File: config.mk
export PLATFORM = sky130hd
export DESIGN_NAME = led_scroller_ctrl
export DESIGN_NICKNAME = d
export VERILOG_FILES = /design/src/rtl/led_scroller_pkg.sv /design/src/rtl/scroll_tick_gen.sv /design/src/rtl/led_scroller_ctrl.sv
export SDC_FILE = /design/constraint.sdc
export NUM_CORES = 1
export LEC_CHECK = 0
export ABC_AREA = 0
export BUFFER_PORTS_ARGS = -buffer_cell sky130_fd_sc_hd__buf_2
export CORE_MARGIN = 4
export CORE_UTILIZATION = 60
export DETAILED_ROUTE_END_ITERATION = 12
export GPL_ROUTABILITY_DRIVEN = 0
export PLACE_DENSITY = 0.82
export RECOVER_POWER = 50
export SETUP_SLACK_MARGIN = 0.15
export SYNTH_ARGS = -nofsm -noshare
export SYNTH_HDL_FRONTEND = slang
export SYNTH_SLANG_ARGS = --single-unit
File: constraint.sdc
create_clock -name clk -period 4.9 [get_ports clk]
set_clock_uncertainty 0.15 [all_clocks]
set_input_delay 0.49 -clock clk [delete_from_list [all_inputs] [get_ports clk]]
set_output_delay 0.49 -clock clk [all_outputs]
set_load 0.02 [all_outputs]
File: src/rtl/led_scroller_pkg.sv
// ---------------------------------------------------------------------------
// led_scroller_pkg : shared types, direction codes and rotate helper
// Rev 1.0
// ---------------------------------------------------------------------------
`default_nettype none

package led_scroller_pkg;

  localparam logic DIR_LEFT  = 1'b0;
  localparam logic DIR_RIGHT = 1'b1;

  // Widest pattern rot1 can handle; LED_W must not exceed this.
  localparam int unsigned MAX_LED_W = 64;

  typedef enum logic [1:0] {
    SPD_X1 = 2'd0,
    SPD_X2 = 2'd1,
    SPD_X4 = 2'd2,
    SPD_X8 = 2'd3
  } speed_e;

  function automatic logic [MAX_LED_W-1:0] rot1(
    input logic [MAX_LED_W-1:0] pat,
    input logic                 dir,
    input int unsigned          w
  );
    logic [MAX_LED_W-1:0] mask;
    logic [MAX_LED_W-1:0] res;
    mask = {MAX_LED_W{1'b1}} >> (MAX_LED_W - w);
    if (dir == DIR_LEFT)
      res = (pat << 1) | ((pat >> (w - 1)) & MAX_LED_W'(1));
    else
      res = (pat >> 1) | ((pat & MAX_LED_W'(1)) << (w - 1));
    return res & mask;
  endfunction

endpackage

`default_nettype wire

File: src/rtl/scroll_tick_gen.sv
// ---------------------------------------------------------------------------
// scroll_tick_gen : speed-selectable prescaler, one tick per step period
// Rev 1.0
// ---------------------------------------------------------------------------
`default_nettype none

module scroll_tick_gen
  import led_scroller_pkg::*;
#(
  parameter int unsigned CNT_1S = 100_000_000,
  parameter int unsigned CNT_W  = 27
) (
  input  logic   clk,
  input  logic   resetn,
  input  logic   en,
  input  logic   clr,
  input  speed_e speed,
  output logic   tick
);

  // One extra bit so CNT_1S == 2**CNT_W is representable.
  localparam logic [CNT_W:0] c_base = (CNT_W + 1)'(CNT_1S);

  logic [CNT_W-1:0] r_cnt;
  logic [CNT_W:0]   w_period;
  logic [CNT_W:0]   w_limit;

  assign w_period = c_base >> speed;
  assign w_limit  = w_period - (CNT_W + 1)'(1);

  // >= rather than == so a speed change that drops the limit below the
  // running count wraps immediately instead of overrunning.
  assign tick = en && ({1'b0, r_cnt} >= w_limit);

  always_ff @(posedge clk or negedge resetn) begin
    if (!resetn) begin
      r_cnt <= '0;
    end else if (clr) begin
      r_cnt <= '0;
    end else if (en) begin
      if (tick)
        r_cnt <= '0;
      else
        r_cnt <= r_cnt + CNT_W'(1);
    end
  end

endmodule

`default_nettype wire

File: src/rtl/led_scroller_ctrl.sv
// ---------------------------------------------------------------------------
// led_scroller_ctrl : rotating LED pattern engine with load, pause, speed
// Optional bounce mode when LED_SCROLLER_BOUNCE_EN is defined.  Rev 1.0
// ---------------------------------------------------------------------------
`default_nettype none

module led_scroller_ctrl
  import led_scroller_pkg::*;
#(
  parameter int unsigned           LED_W    = 16,
  parameter int unsigned           CNT_1S   = 100_000_000,
  parameter int unsigned           CNT_W    = 27,
  parameter logic [LED_W-1:0]      INIT_PAT = {{(LED_W-1){1'b1}}, 1'b0}
) (
  input  logic             clk,
  input  logic             resetn,
  input  logic             en,
  input  logic             dir,
  input  logic [1:0]       speed,
  input  logic             load,
  input  logic [LED_W-1:0] load_pat,
`ifdef LED_SCROLLER_BOUNCE_EN
  input  logic             bounce,
`endif
  output logic [LED_W-1:0] led,
  output logic             step
);

  logic             w_tick;
  logic             w_dir;
  logic [LED_W-1:0] w_rot;

  scroll_tick_gen #(
    .CNT_1S (CNT_1S),
    .CNT_W  (CNT_W)
  ) u_tick_gen (
    .clk    (clk),
    .resetn (resetn),
    .en     (en),
    .clr    (load),
    .speed  (speed_e'(speed)),
    .tick   (w_tick)
  );

  assign w_rot = LED_W'(rot1(MAX_LED_W'(led), w_dir, LED_W));

`ifdef LED_SCROLLER_BOUNCE_EN
  logic r_dir;

  assign w_dir = bounce ? r_dir : dir;

  // Flip when the freshly stepped pattern shows a dark LED at the leading edge.
  always_ff @(posedge clk or negedge resetn) begin
    if (!resetn) begin
      r_dir <= DIR_LEFT;
    end else if (load || !bounce) begin
      r_dir <= dir;
    end else if (w_tick) begin
      if ((w_dir == DIR_LEFT) ? !w_rot[LED_W-1] : !w_rot[0])
        r_dir <= ~r_dir;
    end
  end
`else
  assign w_dir = dir;
`endif

  always_ff @(posedge clk or negedge resetn) begin
    if (!resetn) begin
      led  <= INIT_PAT;
      step <= 1'b0;
    end else if (load) begin
      led  <= load_pat;
      step <= 1'b0;
    end else if (w_tick) begin
      led  <= w_rot;
      step <= 1'b1;
    end else begin
      step <= 1'b0;
    end
  end

endmodule

`default_nettype wire

Word level (Yosys, flattened, before mapping) --
Index checks and enable logic that the tools add are counted.
Word-level totals: flip-flop bits (word level) 44, output and inout port bits 17, word-level logic and storage cells 20
Operators by class: add/subtract/negate cells 2, order comparisons 1, shift-type cells 1, mux-type cells 8, bitwise operators 2, reduce and logical (&&, ||, !) cells 3
Operators with widths (number):
- $mux W27 | 3
- $mux W16 | 3
- $ge A27 B28 Y1 | 1
- $shr A27 B2 Y28 const A | 1
- $sub A28 B1 Y28 const B | 1
- $add A27 B1 Y27 const B | 1
- $or A15 B16 Y16 | 1
- $or A16 B1 Y16 | 1
- $reduce_bool A2 Y1 | 2
- $mux W1 | 2
- $logic_and A1 B1 Y1 | 1

Logic depth before layout (Yosys ltp) --
Gate-level depths: netlist (run 1).
depth in word-level cells 7, gate-level depth with buffers 11, mapped depth without buffers 10

Cells and area by module --
Synthesis (run 1) repeated with hierarchy kept, for this count alone.
Second synthesis, totals: cell total of the unflattened synthesis 369, area, all modules 3318.2 sq um
By module, submodules not included:
- scroll_tick_gen | instances 1, cells each 278, area each 2264.7 sq um
- led_scroller_ctrl | instances 1, cells each 91, area each 1053.5 sq um

Least setup slack after synthesis (run 1) --
Ideal clock, no wire load.
path type in2reg, start point input speed[0], end point register u_tick_gen.r_cnt[12], setup time 69 ps, data arrival time 2207 ps, data required time 4681 ps, slack 2474 ps, stages on the path 10, path buffers 1, path through nor2_1 -> inv_1 -> ha_1 -> nor4_2 -> nor2_1 -> a221oi_2 -> o211ai_4 -> a21o_4 -> buf_12 -> nor2_4
On the way: word-level cells in the longest chain between the ends 7
RTL lines:
- start, declared | RTL line led_scroller_ctrl.sv:19 | input logic [1:0] speed,
- $shr A27 B2 Y28 | RTL line scroll_tick_gen.sv:28 | assign w_period = c_base >> speed;
- $sub A28 B1 Y28 | RTL line scroll_tick_gen.sv:29 | assign w_limit = w_period - (CNT_W + 1)'(1);
- $ge A27 B28 Y1 | RTL line scroll_tick_gen.sv:33 | assign tick = en && ({1'b0, r_cnt} >= w_limit);
- $logic_and A1 B1 Y1 | RTL line scroll_tick_gen.sv:33
- $mux W27 | RTL line scroll_tick_gen.sv:41 | if (tick)
- $mux W27 | RTL line scroll_tick_gen.sv:40 | end else if (en) begin
- $mux W27 | RTL line scroll_tick_gen.sv:38 | end else if (clr) begin
- end signal, assigned | RTL line scroll_tick_gen.sv:44 | r_cnt <= r_cnt + CNT_W'(1);
- end, declared | RTL line scroll_tick_gen.sv:24 | logic [CNT_W-1:0] r_cnt;
Every way passes these cells. The select of a mux whose other input is x is not followed. A chain may end at the register's enable or synchronous reset.

Worst setup path after layout (run 1) --
start point input speed[0], end point register u_tick_gen.r_cnt[6]
Same word-level chain as after synthesis.

==> reports/results.ini, run 1 <==
[synthesis]
async_flop_share=1.00
synth.distinct_cells=46
yosysTopAreaCellShare=0.238
ys_top_cells_by_area=dfrtp_1, dfstp_2, ha_1, nor2_4, mux2i_1
synthCells=315
ys.flop_type=dfrtp_1
synth_seq_area_share=0.367
synth_warnings=0
yosysTopAreaCell=dfrtp_1
synth_edf_count=0
synth_seq_cells=44
syn-mean-instance-area_um2=9.70
synth_area_um2=3060

[die]
design.core.area_um2=4820
die_h_um=79.4
start_util=0.634
die_area_um2=6300
rows=25
ioPinCount=40
die_x_um=79.4

[finish]
syn_to_final_growth_pct=7.82
num-fill-cells=426
drive_gt1_frac=0.232
num_antenna_cells=0
fin_nets=387

[routing]
drt_iter0_drc=71
wl_per_cell_um=15.0
drtAntennaViolNets=0
routed_wl_um=6160
first_pass_iters=4
vias=2400
detail_route.vias_per_cell=5.83
remaining_drc_errors=0

[power]
powerDensity_nw_per_um2=224
ir_drop_uv=163
power.leakage_nw=1.42

[sta]
rsz0062_at_grt=no
timing.final.hold_violations=0
slew_violations=45
timing.final.ws_setup_ns=1.70
clock.fmax_ghz=0.313
fin_crit_ns=3.20
setup_tns_ns=0
period_share=0.652
timing.slew.headroom=-0.545
worstMarginPinSlew_ns=2.32
setup_viol=0

[setup_path]
critical_path_class=in -> reg
critPathLaunchType=input port
arrival_ns=3.21
path_max_fanout=34
end_kind=flip-flop
critPathRequiredTime_ns=4.91

[cts]
cts_tree=done
clkTransAtPathRegs_ns=0.09
post_cts_buffers=0
clockBufferDepth=2
cts_sinks=44
insertion_delay_ns=0.30
cts_buffers=5
hold_buffers=0
htreeDepth=2
cts-root-buf=clkbuf_8
cts_resized=0

[hold_path]
worstHoldPathType=in -> reg

[grt]
grt_pass1_wl_um=10900
antenna_found_initial=0
grt_max_degree=45
track_usage=0.214
overflow=0
first_global_vias=2288

[status]
status=complete, but fails checks
violations=max-capacitance violations, max-slew violations

[place]
pre_cts_ws_ns=1.36
io_buffers=39
dpl.hpwl_um=4340

[job]
drv_cap=1

layout make-up:
cell class	count	area [um2]	area share
clock buffers	7	76.3	0.0232
clock inverters	1	8.76	0.00266
inverters	8	30.0	0.00912
multi-input cells	246	1790	0.544
flip-flops and latches	44	1120	0.340
well taps	67	83.8	0.0254
repair buffers	39	184	0.0558
worst max-delay path, stage by stage:
cell      delay [ns]
buf_2           0.15
nor2_1          0.16
inv_1           0.09
ha_1            0.31
nand3_1         0.10
nor3_1          0.30
nand2_1         0.16
o211ai_4        0.71
a21o_4          0.62
nor2_1          0.10
flip-flops by register name, summed over array words and instances, names as in the netlist:
signal,count
u_tick_gen.r_cnt,27
led,16
step,1
layout by cell type, fill, tap and decap left out, drive strengths merged, types with 2 or more instances in the layout:
cell type  instances
nor2              38
nand2             33
buf               30
dfrtp             29
a21oi             23
ha                20
o21ai             17
mux2i             16
a31o              16
clkbuf            16
xor2              15
dfstp             15
nand3             14
nand4              9
inv                8
xnor2              8
and3               5
nand2b             4
nor3               4
nand3b             3
a221oi             2
a31oi              2
conb               2
nor4               2
o211ai             2
a21o               2
Yosys cell counts (8+ instances only):
library cell / instances
nand2_1: 33
dfrtp_1: 29
a21oi_1: 23
ha_1: 20
nor2_4: 20
nor2_1: 18
mux2i_1: 16
o21ai_1: 16
dfstp_2: 15
xor2_1: 15
nand3_1: 14
a31o_1: 13
clkbuf_1: 9
nand4_1: 9
inv_1: 8
xnor2_1: 8
power by group:
part	leakage [nW]	total [W]	switching, W	internal, W
registers	0.560	0.000400	0.0000151	0.000385
clock network	0.0424	0.000225	0.000123	0.000102
logic	0.819	0.000113	0.0000725	0.0000406
total	1.42	0.000739	0.000211	0.000527
worst paths after layout:
| kind | from | to | slack [ns] | depth (start not counted) |
|---|---|---|---|---|
| min in group asynchronous | resetn | u_tick_gen.r_cnt[8] | 0.74 | 1 |
| worst max register to register | u_tick_gen.r_cnt[23] | u_tick_gen.r_cnt[6] | 1.75 | 7 |
| worst min-delay path | load_pat[7] | led[7] | 0.23 | 3 |
| worst min register to register | led[6] | led[6] | 0.42 | 2 |
| worst max-delay path | speed[0] | u_tick_gen.r_cnt[6] | 1.70 | 10 |
| max in group asynchronous | resetn | u_tick_gen.r_cnt[14] | 2.55 | 1 |
logic make-up after synthesis:
kind of cell,synth area share
multiplexers,0.0524
flip-flops,0.367
adder cells (fa/ha/maj),0.0819
XOR/XNOR,0.0659
AO/OA/AOI/OAI,0.156
buffers and inverters,0.0483
other,0.00123
AND/OR/NAND/NOR,0.228
routing by layer:
| layer | routed length (um) | vias up | global-route usage |
|---|---|---|---|
| li1 | - | 1174 | - |
| met1 | 2900 | 1169 | 0.298 |
| met2 | 2950 | 49 | 0.342 |
| met3 | 240 | 8 | 0.0385 |
| met4 | 70 | 0 | 0.0636 |
| met5 | 0 | - | 0 |
through the flow:
stage | instance area (um2) | util | power, W | std cells | hold slack (ns)
floorplan | 3060 | - | 0.000485 | 316 | 0.0444
global placement | 3220 | 0.669 | 0.000519 | 404 | 0.403
detailed placement | 3220 | 0.669 | 0.000522 | 404 | 0.407
CTS | 3310 | 0.686 | 0.000749 | 412 | 0.225
global route | 3290 | 0.684 | 0.000780 | 412 | 0.218
finish | 3290 | 0.684 | 0.000739 | 412 | 0.235
(Power assumes the default switching activity.)
==> inputs of run 2 (changes only) <==
--- a/config.mk
+++ b/config.mk
@@ -5,13 +5,13 @@
 export SDC_FILE = /design/constraint.sdc
 export NUM_CORES = 1
 export LEC_CHECK = 0
-export ABC_AREA = 0
+export ABC_AREA = 1
 export BUFFER_PORTS_ARGS = -buffer_cell sky130_fd_sc_hd__buf_2
 export CORE_MARGIN = 4
-export CORE_UTILIZATION = 60
+export CORE_UTILIZATION = 53
 export DETAILED_ROUTE_END_ITERATION = 12
 export GPL_ROUTABILITY_DRIVEN = 0
-export PLACE_DENSITY = 0.82
+export PLACE_DENSITY = 0.77
 export RECOVER_POWER = 50
 export SETUP_SLACK_MARGIN = 0.15
 export SYNTH_ARGS = -nofsm -noshare
==> constraint.sdc (replaced) <==
create_clock -name clk -period 2.8 [get_ports clk]
set_clock_uncertainty 0.15 [all_clocks]
set_input_delay 0.28 -clock clk [delete_from_list [all_inputs] [get_ports clk]]
set_output_delay 0.28 -clock clk [all_outputs]
set_load 0.02 [all_outputs]
==> run 2 against run 1 <==
The run still ends with max-capacitance violations, max-slew violations left. Setup slack got worse by 1.1 ns. Design area increased by 2.8%. Highest routed layer unchanged. Largest cell class unchanged. Sequential share of layout area decreased by 0.93 points. Critical endpoint is now led[1].
==> reports/results.ini, run 2 <==
[power]
powerDensity_nw_per_um2=403  ; +80%
ir_drop_uv=294  ; +80%
power.leakage_nw=1.69  ; +19%

[routing]
drt_iter0_drc=137  ; +93%
highest_layer=met4
wl_per_cell_um=12.5  ; -16%
detail_route.vias_per_cell=5.22  ; -10%
wl_met1_um=3130  ; +7.9%
remaining_drc_errors=0  ; unchanged
met2_length_um=3140  ; +6.3%
routed_wl_um=6770  ; +9.9%
first_pass_iters=4  ; unchanged
vias=2828  ; +18%
wl_met3_um=364  ; +52%
drtAntennaViolNets=0  ; unchanged

[place]
io_buffers=39  ; unchanged
placed_area_um2=3310  ; +2.7%
pre_cts_ws_ns=0.445  ; -0.920 ns
dpl.hpwl_um=5000  ; +15%
numPlacedInstances=534  ; +32%

[cts]
clkTransAtPathRegs_ns=0.08  ; about the same
cts_buffers=5  ; unchanged
cts_tree=done
htreeDepth=2  ; unchanged
clockBufferDepth=2  ; unchanged
cts-root-buf=clkbuf_8
insertion_delay_ns=0.29  ; about the same
cts_resized=0  ; unchanged
post_cts_buffers=0  ; unchanged
cts_sinks=44  ; unchanged
hold_buffers=0  ; unchanged

[sta]
rsz0062_at_grt=no
fin_crit_ns=2.19
slew_violations=45  ; unchanged
timing.final.hold_violations=0  ; unchanged
timing.slew.headroom=-0.516  ; +0.0293
setup_tns_ns=0  ; unchanged
clock.fmax_ghz=0.456
setup_viol=0  ; unchanged
timing.final.ws_setup_ns=0.607  ; -1.10 ns
period_share=0.783
worstMarginPinSlew_ns=2.27  ; -0.0439 ns

[die]
ioPinCount=40  ; unchanged
die_x_um=84.3  ; +6.2%
design.core.area_um2=5570  ; +16%
die_h_um=84.3  ; +6.2%
start_util=0.553  ; -0.0810
rows=27  ; +8.0%
die_area_um2=7100  ; +13%

[finish]
mostFrequentLayoutCell=nand2_1
seqCellArea_um2=1120  ; unchanged
drive_gt1_frac=0.138  ; -0.0936
most-common-layout-cells=nand2_1, nor2_1, inv_1
final_area_um2=3390  ; +2.8%
reg_top3=u_tick_gen.r_cnt x27, led x16, step x1
multi_input_area_um2=1700  ; -5.3%
syn_to_final_growth_pct=9.82
num-fill-cells=525  ; +23%
largest_reg_flops=27  ; unchanged
num_antenna_cells=0  ; unchanged
final_cells=542  ; +32%
top_register=u_tick_gen.r_cnt
fin_nets=512  ; +32%

[synthesis]
synth_most_common_cell=nand2_1
synth_area_um2=3080  ; +0.94%
synth_top_family_by_area=simple AND/OR/NAND/NOR gates
synth_edf_count=0  ; unchanged
synth_warnings=0  ; unchanged
yosysTopAreaCellShare=0.235  ; -0.00222
yosys.area_share.simple=0.340  ; +0.112
async_flop_share=1.00  ; unchanged
synth_compound_area_frac=0.0755  ; -0.0802
ys_top_cells_by_area=dfrtp_1, nand2_1, dfstp_2, ha_1, nor2_1
yosysTopAreaCell=dfrtp_1
muxShareOfSynthArea=0  ; -0.0524
synth_seq_cells=44  ; unchanged
synth_xor_area_frac=0.0511  ; -0.0148
synthCells=435  ; +38%
synth.distinct_cells=32  ; -30%
ys.flop_type=dfrtp_1
synth_seq_area_share=0.363  ; -0.00342
synthTopCellsByCount=nand2_1, nor2_1, inv_1, nand3_1, o21ai_0
synthAdderAreaFrac=0.0811  ; -0.000764
syn-mean-instance-area_um2=7.09  ; -27%

[setup_path]
crit_family=simple AND/OR/NAND/NOR gates
path_depth=11  ; +1
cp_slowest_cell=dfrtp_1
path_max_fanout=42  ; +24%
r2r_start=u_tick_gen.r_cnt[19]
critPathLaunchType=flip-flop
r2r-end=led[1]
slowest_delay_ns=0.45  ; -0.26 ns
crit_start=u_tick_gen.r_cnt[19]
end_kind=flip-flop
crit_path_frequent_cell=nand2_1
path_buf_inv=0  ; -2
rrSetupSlack_ns=0.61  ; -1.14 ns
arrival_ns=2.28  ; -0.93 ns
critPathRequiredTime_ns=2.89  ; -2.02 ns
rr_worst_depth=11  ; +4
path_cells=ha_1, nand2_1, nor2_1, nand4_1, nor2_1, nand2_1, nand3_2, nand2_4, nand2_4, nand2_1, nand2_1
critical_path_class=reg -> reg
cp-endpoint=led[1]

[grt]
track_usage=0.203  ; -0.0117
first_global_vias=2651  ; +16%
grt_pass1_wl_um=11900  ; +9.8%
antenna_found_initial=0  ; unchanged
overflow=0  ; unchanged
grt_max_degree=45  ; unchanged

[status]
status=complete, but fails checks
violations=max-capacitance violations, max-slew violations

[job]
drv_cap=1  ; unchanged

[hold_path]
worstHoldPathType=in -> reg

-- run 2: cell count changes after synthesis, moves of 16 or more --
cell / change
mux2i_1: -16
nand3_1: +23
nor2_1: +40
inv_1: +39
nand2_1: +86
nor2_4: -19
o21ai_0: +30
-- run 2: metal layers --
metal,vias to the layer above,global-route usage
met5,-,0
met2,69,0.332
li1,1444,-
met3,14,0.0324
met1,1301,0.273
met4,0,0.0687
-- run 2: cell families (layout without fill, tap and decap cells) --
family,count (synthesis),after routing
other,1,2
XOR/XNOR,18,18
adder cells (fa/ha/maj),20,20
AND/OR/NAND/NOR,241,241
AO/OA/AOI/OAI,46,46
buffers and inverters,65,99
flip-flops,44,44
-- run 2: how the worst min path moves through the flow --
stage                start  endpoint  slack, ns  cells after the start
2_1_floorplan       resetn    led[0]      -0.17                      0
3_3_place_gp        resetn    led[0]       0.33                      1
3_5_place_dp        resetn    led[0]       0.34                      1
4_1_cts             resetn    led[0]       0.02                      1
5_1_grt        load_pat[6]    led[6]       0.15                      5
6_report       load_pat[5]    led[5]       0.14                      5
-- run 2: final cells by class --
cell class | instances | area share
clock buffers | 8 | 0.0266
inverters | 49 | 0.0543
repair buffers | 42 | 0.0610
flip-flops and latches | 44 | 0.331
multi-input cells | 327 | 0.501
well taps | 72 | 0.0266
-- run 2: worst register-to-register path, stage by stage (launching register included) --
cell,delay [ns]
dfrtp_1,0.45
ha_1,0.33
nand2_1,0.08
nor2_1,0.17
nand4_1,0.11
nor2_1,0.10
nand2_1,0.07
nand3_2,0.08
nand2_4,0.06
nand2_4,0.35
nand2_1,0.12
nand2_1,0.08
-- run 2: metrics by stage --
stage          hold WS (ns)   util  power, W
2_1_floorplan        -0.166      -  0.000888
3_3_place_gp          0.331  0.593  0.000968
3_5_place_dp          0.340  0.593  0.000975
4_1_cts              0.0181  0.610   0.00139
5_1_grt               0.146  0.608   0.00145
6_report              0.138  0.608   0.00137
-- run 2: where the power goes --
| part | switching [W] | internal (W) |
|---|---|---|
| Clock | 0.000208 | 0.000201 |
| Sequential | 0.0000314 | 0.000689 |
| Combinational | 0.000157 | 0.0000780 |
==> inputs of run 3 (changes only) <==
--- a/config.mk
+++ b/config.mk
@@ -5,13 +5,13 @@
 export SDC_FILE = /design/constraint.sdc
 export NUM_CORES = 1
 export LEC_CHECK = 0
-export ABC_AREA = 1
+export ABC_AREA = 0
 export BUFFER_PORTS_ARGS = -buffer_cell sky130_fd_sc_hd__buf_2
 export CORE_MARGIN = 4
-export CORE_UTILIZATION = 53
+export CORE_UTILIZATION = 58
 export DETAILED_ROUTE_END_ITERATION = 12
 export GPL_ROUTABILITY_DRIVEN = 0
-export PLACE_DENSITY = 0.77
+export PLACE_DENSITY = 0.8
 export RECOVER_POWER = 50
 export SETUP_SLACK_MARGIN = 0.15
 export SYNTH_ARGS = -nofsm -noshare
==> constraint.sdc (replaced) <==
create_clock -name clk -period 2.2 [get_ports clk]
set_clock_uncertainty 0.15 [all_clocks]
set_input_delay 0.22 -clock clk [delete_from_list [all_inputs] [get_ports clk]]
set_output_delay 0.22 -clock clk [all_outputs]
set_load 0.02 [all_outputs]
==> run 3 against run 2 <==
The run ends with negative setup slack left. Critical path depth down 3. First-iteration DRC count down 12%. Clock power up 53%. Routed wire length up 22%. Combinational power up 46%. Register-to-register slack worse by 0.77 ns.
==> reports/results.ini, run 3 (synthesis gave the netlist of run 1 again) <==
[grt]
overflow=0  ; unchanged
grt_pass1_wl_um=12700  ; +6.2%
track_usage=0.254  ; +0.0513
grt_max_degree=39  ; -13%
first_global_vias=2750  ; +3.7%
antenna_found_initial=0  ; unchanged

[finish]
mostFrequentLayoutCell=buf_4
num-fill-cells=318  ; -39%
final_util=0.797  ; +0.190
top_register=u_tick_gen.r_cnt
most-common-layout-cells=buf_4, buf_2, nand2_1
drive_gt1_frac=0.389  ; +0.250
largest_reg_flops=27  ; unchanged
num_antenna_cells=0  ; unchanged
reg_top3=u_tick_gen.r_cnt x27, led x16, step x1
syn_to_final_growth_pct=33.3
fin_nets=451  ; -12%
final_cells=479  ; -12%

[sta]
timing.slew.headroom=0.453  ; +0.969
timing.final.ws_setup_ns=-0.163  ; -0.770 ns
worstMarginPinSlew_ns=0.820  ; -1.45 ns
timing.final.hold_violations=0  ; unchanged
period_share=1.07  ; +0.291
slew_violations=0  ; -100%
rsz0062_at_grt=yes
setup_tns_ns=-3.93  ; -3.93 ns
clock.fmax_ghz=0.423  ; -7.2%
fin_crit_ns=2.36  ; +0.170 ns
setup_viol=42  ; +42

[cts]
clkTransAtPathRegs_ns=0.09  ; about the same
cts-root-buf=clkbuf_8
cts_sinks=44  ; unchanged
insertion_delay_ns=0.30  ; about the same
cts_buffers=5  ; unchanged
cts_tree=done
clockBufferDepth=2  ; unchanged
htreeDepth=2  ; unchanged

[die]
die_area_um2=6490  ; -8.6%
rows=26  ; -3.7%
die_h_um=80.6  ; -4.4%
design.core.area_um2=5110  ; -8.4%
ioPinCount=40  ; unchanged
die_x_um=80.6  ; -4.4%
start_util=0.598  ; +0.0449

[routing]
drt_iter0_drc=120  ; -12%
drtAntennaViolNets=0  ; unchanged
remaining_drc_errors=0  ; unchanged
vias=2767  ; -2.2%
detail_route.vias_per_cell=5.78  ; +11%
wl_per_cell_um=17.2  ; +38%
first_pass_iters=4  ; unchanged
routed_wl_um=8250  ; +22%

[hold_path]
worstHoldPathType=in -> reg

[power]
sw_frac_of_total=0.276  ; -0.0141
powerDensity_nw_per_um2=457  ; +13%
p_int_w=0.00135  ; +39%
p_comb_frac=0.185  ; +0.013
power.leakage_nw=1.79  ; +5.8%
ir_drop_uv=507  ; +72%
p_clk_frac=0.336  ; +0.036
p_switching_w=0.000514  ; +30%
p_seq_frac=0.479  ; -0.049

[place]
numPlacedInstances=445  ; -17%
pre_cts_ws_ns=-0.254  ; -0.700 ns
dpl.hpwl_um=5090  ; +1.9%
io_buffers=39  ; unchanged

[setup_path]
end_kind=flip-flop
arrival_ns=2.44  ; +0.16 ns
critical_path_class=reg -> reg
critPathRequiredTime_ns=2.27  ; -0.62 ns
critPathLaunchType=flip-flop
path_max_fanout=33  ; -21%

[job]
drv_cap=0  ; -1

[status]
violations=negative setup slack
status=complete, but fails checks

run 3: power by group through the flow:
stage               clock network (W)  registers, W  logic [W]
finish                       0.000626      0.000891   0.000344
global route                 0.000675      0.000896   0.000374
CTS                          0.000632      0.000889   0.000319
detailed placement                  0      0.000904   0.000292
global placement                    0      0.000904   0.000283
floorplan                           0      0.000932   0.000151
run 3: layout make-up:
type                       count  area [um2]  area share
multi-input combinational    246        1930       0.474
tap                           70        87.6      0.0215
clock buffer                   6        72.6      0.0178
sequential                    44        1120       0.275
clock inverter                 2        35.0     0.00860
timing repair buffer         103         797       0.196
inverter                       8        30.0     0.00737
run 3: path summary, 6_finish.rpt:
check                                    startpoint  slack [ns]  cells after the start                    to
worst max-delay path            u_tick_gen.r_cnt[7]       -0.16                      8               led[10]
max in group asynchronous                    resetn        0.76                      3               led[12]
worst min register to register              led[11]        0.42                      2               led[11]
worst min-delay path                             en        0.22                      4   u_tick_gen.r_cnt[1]
min in group asynchronous                    resetn        0.39                      2  u_tick_gen.r_cnt[14]
worst max register to register  u_tick_gen.r_cnt[7]       -0.16                      8               led[10]
run 3: metrics by stage:
stage,hold WS (ns),instance area (um2),power [W]
floorplan,-0.226,3100,0.00108
global placement,0.165,3590,0.00119
detailed placement,0.174,3590,0.00120
CTS,0.216,3920,0.00184
global route,0.231,4070,0.00195
finish,0.218,4070,0.00186
run 3: what timing repair did:
| item | 4_1_cts | 5_1_grt |
|---|---|---|
| endpoints found under the hold margin | 45 | 0 |
| gates cloned | 0 | 2 |
| resized for setup | 7 | 14 |
| hold buffers | 17 | 0 |
| buffers inserted | 3 | 4 |
| pin swaps | 10 | 5 |
| endpoints found under the setup margin | 44 | 44 |
run 3: per-layer routing:
layer,global-route usage,share of wire,up-vias
met5,0,0,-
met4,0.0709,0.031,0
met3,0.0426,0.048,22
met2,0.449,0.52,98
met1,0.318,0.40,1347
li1,-,-,1300
run 3: critical path, cell delays in order, from the launching register on:
cell and delay, ns:
dfrtp_1 0.40, ha_2 0.18, nor4_2 0.33, nor2_1 0.10
a221oi_2 0.39, o211ai_4 0.15, buf_12 0.19, a31o_1 0.22
o21ai_1 0.17
